[config.mk]
export PLATFORM = sky130hd
export DESIGN_NAME = seq_divider
export DESIGN_NICKNAME = d
export VERILOG_FILES = /design/src/rtl/seq_divider.sv
export SDC_FILE = /design/constraint.sdc
export NUM_CORES = 1
export LEC_CHECK = 0
export ABC_CLOCK_PERIOD_IN_PS = 6000
export CORE_MARGIN = 2
export CORE_UTILIZATION = 62
export DETAILED_ROUTE_END_ITERATION = 7
export PLACE_DENSITY = 0.87
export SKIP_LAST_GASP = 1
export SLEW_MARGIN = 15
export SYNTH_ARGS = -nofsm -noshare
export SYNTH_HDL_FRONTEND = slang
export SYNTH_SLANG_ARGS = --single-unit
[constraint.sdc]
create_clock -name clk -period 6 [get_ports clk]
set_clock_uncertainty 0.15 [all_clocks]
set_input_delay 0.9 -clock clk [delete_from_list [all_inputs] [get_ports clk]]
set_output_delay 0.9 -clock clk [all_outputs]
set_load 0.05 [all_outputs]
[src/rtl/seq_divider.sv]
// Sequential restoring radix-2 divider (DIV/DIVU), signed or unsigned 32-bit operands.
// Latency: fixed 33 falling edges from the start edge to the result (32 CALC steps + 1 FIX).
// Backpressure: none; start is accepted in any state and aborts any division in flight.
module seq_divider #(
  parameter int WIDTH = 32
) (
  input  logic             clk,
  input  logic             reset,
  input  logic             start,
  input  logic             sign,
  input  logic [WIDTH-1:0] dividend,
  input  logic [WIDTH-1:0] divisor,
  output logic [WIDTH-1:0] q,
  output logic [WIDTH-1:0] r,
  output logic             busy
);

  typedef enum logic [1:0] {
    IDLE = 2'd0,
    CALC = 2'd1,
    FIX  = 2'd2
  } state_t;

  localparam logic [5:0] LAST_STEP = 6'(WIDTH - 1);

  state_t           state;
  state_t           state_nxt;
  logic [5:0]       cnt;
  logic [WIDTH-1:0] rem;       // partial remainder
  logic [WIDTH-1:0] quo;       // dividend bits shift out the top, quotient bits shift in the bottom
  logic [WIDTH-1:0] dvs;       // |divisor|
  logic [WIDTH-1:0] raw_dvd;   // untouched dividend, returned as remainder on divide-by-zero
  logic             q_neg;
  logic             r_neg;
  logic             dz;

  logic [WIDTH-1:0] dvd_abs;
  logic [WIDTH-1:0] dvs_abs;
  logic [WIDTH-1:0] rem_shift;
  logic [WIDTH:0]   diff;

  // Operand magnitudes and one restoring step; 0x80000000 negates to itself and is read as 2^31.
  always_comb begin
    dvd_abs   = (sign && dividend[WIDTH-1]) ? (~dividend + 1'b1) : dividend;
    dvs_abs   = (sign && divisor[WIDTH-1])  ? (~divisor + 1'b1)  : divisor;
    rem_shift = {rem[WIDTH-2:0], quo[WIDTH-1]};
    diff      = {rem, quo[WIDTH-1]} - {1'b0, dvs};
  end

  // State register, updated on the falling edge like the execute-stage multiplier.
  always_ff @(negedge clk or negedge reset) begin
    if (!reset) state <= IDLE;
    else        state <= state_nxt;
  end

  // Next state: start wins in every state, including FIX, so a stale result is never written.
  always_comb begin
    state_nxt = state;
    if (start) begin
      state_nxt = CALC;
    end else begin
      case (state)
        IDLE:    state_nxt = IDLE;
        CALC:    state_nxt = (cnt == LAST_STEP) ? FIX : CALC;
        FIX:     state_nxt = IDLE;
        default: state_nxt = IDLE;
      endcase
    end
  end

  // Datapath: operand capture on start, one quotient bit per CALC edge, sign fix-up on FIX.
  always_ff @(negedge clk or negedge reset) begin
    if (!reset) begin
      cnt     <= '0;
      rem     <= '0;
      quo     <= '0;
      dvs     <= '0;
      raw_dvd <= '0;
      q_neg   <= 1'b0;
      r_neg   <= 1'b0;
      dz      <= 1'b0;
      q       <= '0;
      r       <= '0;
      busy    <= 1'b0;
    end else if (start) begin
      cnt     <= '0;
      rem     <= '0;
      quo     <= dvd_abs;
      dvs     <= dvs_abs;
      raw_dvd <= dividend;
      q_neg   <= (dividend[WIDTH-1] ^ divisor[WIDTH-1]) & sign;
      r_neg   <= dividend[WIDTH-1] & sign;
      dz      <= (divisor == '0);
      busy    <= 1'b1;
    end else begin
      case (state)
        CALC: begin
          cnt <= cnt + 6'd1;
          if (!diff[WIDTH]) begin
            rem <= diff[WIDTH-1:0];
            quo <= {quo[WIDTH-2:0], 1'b1};
          end else begin
            rem <= rem_shift;
            quo <= {quo[WIDTH-2:0], 1'b0};
          end
        end
        FIX: begin
          if (dz) begin
            q <= '1;
            r <= raw_dvd;
          end else begin
            q <= q_neg ? (~quo + 1'b1) : quo;
            r <= r_neg ? (~rem + 1'b1) : rem;
          end
          busy <= 1'b0;
        end
        default: ;
      endcase
    end
  end

endmodule

Yosys cells after proc, flatten, opt, wreduce, memory -nomap -nowiden
Index checks and enable logic that the tools add are counted.
{"block": "classes", "mux": 19, "eq_ne": 3, "n_div": 0, "order_cmp": 0, "mul": 0, "addsub": 6, "shifts": 0, "bitwise": 8, "reduce_logical": 6}
{"cell": "$mux 32", "n": 11}
{"cell": "$add 32x1->32 const B", "n": 4}
{"cell": "$not 32->32", "n": 4}
{"cell": "$sub 33x32->33", "n": 1}
{"cell": "$logic_not 32->1", "n": 1}
{"cell": "$mux 6", "n": 2}
{"cell": "$add 6x1->6 const B", "n": 1}
{"cell": "$eq 6x5->1 const B", "n": 1}
{"cell": "$mux 2", "n": 3}
{"cell": "$reduce_bool 2->1", "n": 2}
{"cell": "$mux 1", "n": 3}
{"cell": "$and 1x1->1", "n": 2}
{"cell": "$eq 2x1->1 const B", "n": 1}
{"cell": "$eq 2x2->1 const B", "n": 1}
{"cell": "$logic_and 1x1->1", "n": 2}
{"cell": "$reduce_and 2->1", "n": 1}
{"cell": "$not 1->1", "n": 1}
{"cell": "$xor 1x1->1", "n": 1}
{"block": "word_totals", "mem_count": 0, "rom_bits": 0, "ramBits": 0, "latch_bits": 0, "ff_bits": 204, "wordCells": 54}

Depth between registers and ports, before layout
Gate-level depths: netlist of run 1.
{"block": "logic_depth", "ltp_word": 4, "depth_mapped": 14, "ltp_nobuf": 12}

==> out/results.tsv, run 1 <==
stage	metric	value	unit
worst_setup_path	path_class	primary input to register	
worst_setup_path	end_kind	register	
synthesis	yosysWarnings	0	
finish	fin_nets	1796	
pwr	p_leak	7.20	nW
sta	layout_setup_ws	-67.9	ps
clock_network	cts_tree	built	
clock_network	cts_num_sinks	204	
synthesis	syn_inst	1505	
synthesis	synth_nets	1611	
detailed_routing	drc_errors	0	
pwr	ir_worst_vdd	0.164	mV
synthesis	async_reset_ff_share	100	%
finish	drive_gt1_share	13.3	%
sta	setup_viol	1	
detailed_routing	first_pass_iters	5	
pwr	p_total	0.00350	W
clock_network	clock_latency	520	ps
floorplan	initial_core_util	63.3	%
clock_network	cts_hold_buf	0	
finish	stdcell_area	16000	um2
floorplan	design.die.area	21800	um2
detailed_routing	drt-total-wl	36500	um
grt	antenna_found_initial	0	
placed_design	dp_hpwl	24900	um
worst_setup_path	worst_ep_required_time	3180	ps
clock_network	cts_made_buffers	23	
finish	syn_to_final_growth	24.5	%
detailed_routing	ant_nets	0	
synthesis	synthFlopType	dfrtn_1	
hold_path	hp-class	register to register	
grt	grt_pass1_vias	11700	
worst_setup_path	crit_path_start_kind	primary input	
floorplan	num_rows	52	
grt	grt-ovfl-total	0	
placed_design	portBuffers	132	
floorplan	coreArea	20200	um2
clock_network	cts_root_buf	clkbuf_16	
synthesis	syn_area_per_cell	8.51	um2
sta	slew_headroom	42.1	%
clock_network	clk_path_buf_depth	3	
grt	grt_pass1_wl	59000	um
worst_setup_path	crit_path_max_fanout	3	
synthesis	netlist_area	12800	um2
synthesis	synth_edf_count	0	
grt	grtUsageTotal	33.2	%
pwr	powerDensity	219	nW/um2
detailed_routing	routedWlPerCell	18.5	um
finish	layout_common_cells	nor2_1, dfrtn_1, a21oi_1	
sta	max_slew.worst_pin.slew	868	ps
detailed_routing	viasPerCell	6.13	
sta	slew_viol_final	0	
sta	hold_viol	0	
floorplan	ioPinCount	133	
synthesis	synth-seq-area-share	39.8	%
synthesis	ys_ff_latch	204	
run	max_cap_viol_count	0	
placed_design	dpl_cell_area	15100	um2
worst_setup_path	arrival	3240	ps
clock_network	clkTransAtPathRegs	50	ps
outcome	run_status	complete, but fails checks	
clock_network	htreeDepth	1	
synthesis	synth_cell_types	63	
floorplan	die_x	148	um
finish	antennaDiodeCount	0	
sta	rsz0062_at_grt	true	
outcome	violations	setup timing	
finish	final_common_cell	nor2_1	
detailed_routing	vias	12100	
placed_design	gp_congestion	0.931	
placed_design	dp_slack	-773	ps
grt	grt_max_degree	95	
floorplan	die_h	148	um
detailed_routing	drt_iter0_drc	885	
## registers in the layout, indices dropped and copies added, names as in the netlist
| name | cells |
|---|---|
| dvs | 32 |
| q_neg | 1 |
| rem | 32 |
| q | 32 |
| quo | 32 |
| cnt | 6 |
| raw_dvd | 32 |
| busy | 1 |
| r_neg | 1 |
| r | 32 |
| state | 2 |
| dz | 1 |
## report_power, final
group | switching (W) | internal (W) | leakage (nW)
Combinational | 0.000341 | 0.000279 | 4.25
Sequential | 0.0000895 | 0.00147 | 2.61
Clock | 0.000562 | 0.000760 | 0.340
Total | 0.000992 | 0.00251 | 7.20
## cell type report
type	instances	area, um2
fill	1319	4280
multi-input combinational	1157	7380
clock inverter	6	35.0
timing repair buffer	246	2210
clock buffer	32	659
inverter	58	218
sequential	204	5100
tap	270	338
## per-layer routing
layer,global-route usage (%),vias up,part of all wire (%)
met2,56.5,529,49
met3,4.54,129,7.2
met4,14.0,0,4.0
met5,0,-,0
met1,42.7,5764,40
li1,-,5675,-
## cell usage after synthesis (all sizes together), types with 2 or more instances
library cell	number	area share (%)
nand3	17	0.66
o21bai	2	0.12
o21ai	135	5.3
o211a	8	0.62
or3b	2	0.14
xor2	79	5.4
and3	3	0.15
xnor2	72	4.9
a31oi	9	0.44
mux2i	9	0.70
a21oi	164	6.4
a41oi	4	0.27
nand4	6	0.29
nor2b	4	0.20
clkbuf	72	2.1
or2	2	0.098
o31ai	15	0.92
a211oi	21	1.2
nand2	109	3.2
a21boi	3	0.18
nand3b	2	0.12
or4	6	0.38
a211o	2	0.14
buf	14	0.44
a21o	14	0.82
nand4b	4	0.27
or3	38	2.0
inv	58	1.7
o21a	4	0.23
dfrtn	204	40
nor3	42	1.6
nor4	15	0.73
nor2	209	6.1
mux2	32	2.8
and2	13	0.63
o41ai	12	1.2
o211ai	34	2.0
ha	37	3.6
a22o	2	0.14
nand2b	13	0.63
## path summary, 6_finish.rpt
| path | to | depth (start not counted) | startpoint | slack (ps) |
|---|---|---|---|---|
| worst max-delay path | quo[20] | 13 | dividend[9] | -70 |
| worst min-delay path | r[25] | 2 | r[25] | 280 |
| worst max register to register | rem[30] | 13 | quo[31] | 1690 |
| worst min register to register | r[25] | 2 | r[25] | 280 |
| max in group asynchronous | quo[12] | 2 | reset | 1740 |
| min in group asynchronous | q[24] | 1 | reset | 3090 |
## kinds of logic after synthesis
group	synth area share (%)
buffers and inverters	4.25
multiplexers	3.52
flip-flops	39.8
adder cells (fa/ha/maj)	3.77
XOR/XNOR	10.3
AO/OA/AOI/OAI	20.7
AND/OR/NAND/NOR	17.6
## worst max-delay path, cell delays in order
cell and delay, ps:
dlygate4sd2_1 250, nor4_2 280, buf_4 170, nand4b_1 110, buf_6 160, nor3_4 190, buf_4 150, buf_4 110
inv_1 50, o21a_1 200, or3_1 320, o211ai_1 190, o21ai_1 160
## stage by stage
stage               instances  util, %  hold WS [ps]  TNS, ps
floorplan                1505        -           286    -11.2
global route             1973     78.8           308     -445
CTS                      1970     78.4           284        0
global placement         1926     74.6           277   -12600
detailed placement       1926     74.6           284   -15560
finish                   1973     78.8           280    -67.9
## repair_timing
action	4_1_cts	5_1_grt
endpoints found under the setup margin	8	12
resized for setup	29	16
pin swaps	19	8
buffers inserted	6	3
No activity file was read; power rests on OpenSTA's default activity.
==> inputs of run 2 (changes only) <==
--- a/config.mk
+++ b/config.mk
@@ -5,11 +5,11 @@
 export SDC_FILE = /design/constraint.sdc
 export NUM_CORES = 1
 export LEC_CHECK = 0
-export ABC_CLOCK_PERIOD_IN_PS = 6000
+export ABC_CLOCK_PERIOD_IN_PS = 5800
 export CORE_MARGIN = 2
-export CORE_UTILIZATION = 62
+export CORE_UTILIZATION = 58
 export DETAILED_ROUTE_END_ITERATION = 7
-export PLACE_DENSITY = 0.87
+export PLACE_DENSITY = 0.82
 export SKIP_LAST_GASP = 1
 export SLEW_MARGIN = 15
 export SYNTH_ARGS = -nofsm -noshare
==> constraint.sdc (replaced) <==
create_clock -name clk -period 5.8 [get_ports clk]
set_clock_uncertainty 0.15 [all_clocks]
set_input_delay 0.87 -clock clk [delete_from_list [all_inputs] [get_ports clk]]
set_output_delay 0.87 -clock clk [all_outputs]
set_load 0.05 [all_outputs]
==> out/results.tsv, run 2 (synthesized netlist as in run 1, its figures left out) <==
stage	metric	value	unit
pwr	p_total	0.00374	W
detailed_routing	viasPerCell	5.89	
floorplan	initial_core_util	58.9	%
sta	slew_headroom	40.3	%
outcome	run_status	complete, no violations	
sta	setup_viol	0	
worst_setup_path	path_class	primary input to register	
pwr	power_frac_clock	40.2	%
pwr	powerDensity	232	nW/um2
worst_setup_path	crit_path_start	dividend[11]	
detailed_routing	drc_errors	0	
clock_network	cts_tree	built	
detailed_routing	ant_nets	0	
worst_setup_path	crit_path_start_kind	primary input	
detailed_routing	first_pass_iters	5	
floorplan	design.die.area	23300	um2
floorplan	coreArea	21800	um2
finish	antennaDiodeCount	0	
worst_setup_path	reg2reg_from	quo[31]	
worst_setup_path	arrival	3080	ps
clock_network	cts_num_sinks	204	
worst_setup_path	end_kind	register	
sta	hold_viol	0	
placed_design	placedCellCount	1938	
grt	grt_pass1_vias	11400	
clock_network	clock_latency	530	ps
hold_path	hp-class	register to register	
floorplan	die_x	153	um
run	max_cap_viol_count	0	
floorplan	ioPinCount	133	
finish	fillers	1587	
detailed_routing	routedWlPerCell	17.0	um
pwr	p_int	0.00271	W
sta	rsz0062_at_grt	true	
sta	max_slew.worst_pin.slew	893	ps
finish	layout_common_cells	nor2_1, dfrtn_1, a21oi_1	
placed_design	dp_hpwl	24600	um
clock_network	cts_made_buffers	24	
placed_design	portBuffers	132	
sta	slew_viol_final	0	
grt	grt_pass1_wl	55000	um
grt	antenna_found_initial	0	
finish	seqCellArea	5100	um2
floorplan	num_rows	54	
hold_path	hold_start	r[1]	
clock_network	cts_root_buf	clkbuf_16	
finish	final_common_cell	nor2_1	
placed_design	gp_congestion	0.999	
grt	grt_max_degree	65	
worst_setup_path	worst_ep_required_time	3120	ps
finish	multi_input_area	7420	um2
detailed_routing	drt_iter0_drc	780	
worst_setup_path	crit_path_max_fanout	3	
floorplan	die_h	153	um
finish	syn_to_final_growth	25.8	%
finish	final_cells	1993	
finish	drive_gt1_share	14.5	%
clock_network	clk_path_buf_depth	3	
detailed_routing	vias	11700	
grt	grtUsageTotal	28.0	%
worst_setup_path	r2r_setup_slack	1350	ps
pwr	netSwitchingPower	0.00103	W
grt	grt-ovfl-total	0	
detailed_routing	drt-total-wl	33900	um
pwr	ir_worst_vdd	0.159	mV
clock_network	htreeDepth	1	
clock_network	clkTransAtPathRegs	50	ps
sta	whs	279	ps
pwr	swShare	27.5	%
pwr	p_seq_share	42.9	%
clock_network	cts_hold_buf	0	
pwr	p_leak	7.28	nW
pwr	combPwrFrac	16.9	%
finish	fin_nets	1802	
==> run 2: cell count changes in the layout (fill, tap and decap cells not counted), moves of 3 or more <==
cell	delta
a21oi_2	+3
a21oi_1	-3
dlygate4sd2_1	-4
buf_4	+6
clkbuf_2	+5
clkdlybuf4s50_1	-5
==> run 2: through the flow <==
step	instance area, um2	utilization (%)	worst slack, ps	TNS (ps)
floorplan	12900	-	-74.7	-437
global placement	15100	69.6	-737	-15630
detailed placement	15100	69.6	-777	-18250
CTS	16000	73.7	1.22	0
global route	16100	74.1	-41.8	-135
finish	16100	74.1	39.7	0
==> run 2: repair_timing <==
item	4_1_cts	5_1_grt
buffers inserted	10	2
endpoints found under the setup margin	13	12
gates resized for setup	39	31
pin swaps	17	24
endpoints found under the hold margin	0	0
==> run 2: area by class of cell <==
cell class | instances | area share [%]
sequential | 204 | 31.7
clock inverter | 10 | 0.737
timing repair buffer | 251 | 13.9
inverter | 58 | 1.35
tap | 280 | 2.17
clock buffer | 33 | 4.18
multi-input combinational | 1157 | 46.0
==> run 2: worst max-delay path, stage by stage <==
cell	delay (ps)
buf_6	90
or3_4	390
or3_4	350
buf_4	150
nor3_4	200
and2_4	190
nand3b_1	190
o41ai_4	310
xnor2_1	140
a21o_1	190
==> run 2: worst paths after layout <==
check / end / depth (start not counted)
worst min register to register: r[1] / 2
max in group asynchronous: raw_dvd[0] / 2
worst max-delay path: quo[29] / 10
min in group asynchronous: q[27] / 1
worst min-delay path: r[1] / 2
worst max register to register: rem[4] / 13
==> run 2: power by group through the flow <==
| stage | logic [W] | registers [W] | clock network (W) |
|---|---|---|---|
| 4_1_cts | 0.000625 | 0.00160 | 0.00152 |
| 3_3_place_gp | 0.000600 | 0.00162 | 0 |
| 6_report | 0.000631 | 0.00160 | 0.00150 |
| 2_1_floorplan | 0.000402 | 0.00159 | 0 |
| 5_1_grt | 0.000699 | 0.00161 | 0.00158 |
| 3_5_place_dp | 0.000618 | 0.00162 | 0 |
==> run 2: layer usage <==
layer	part of all wire, %	GRT usage [%]	routed length (um)
met1	42	37.2	14400
met2	49	47.4	16500
met3	5.8	3.73	1960
met4	3.2	10.1	1090
met5	0	0	0
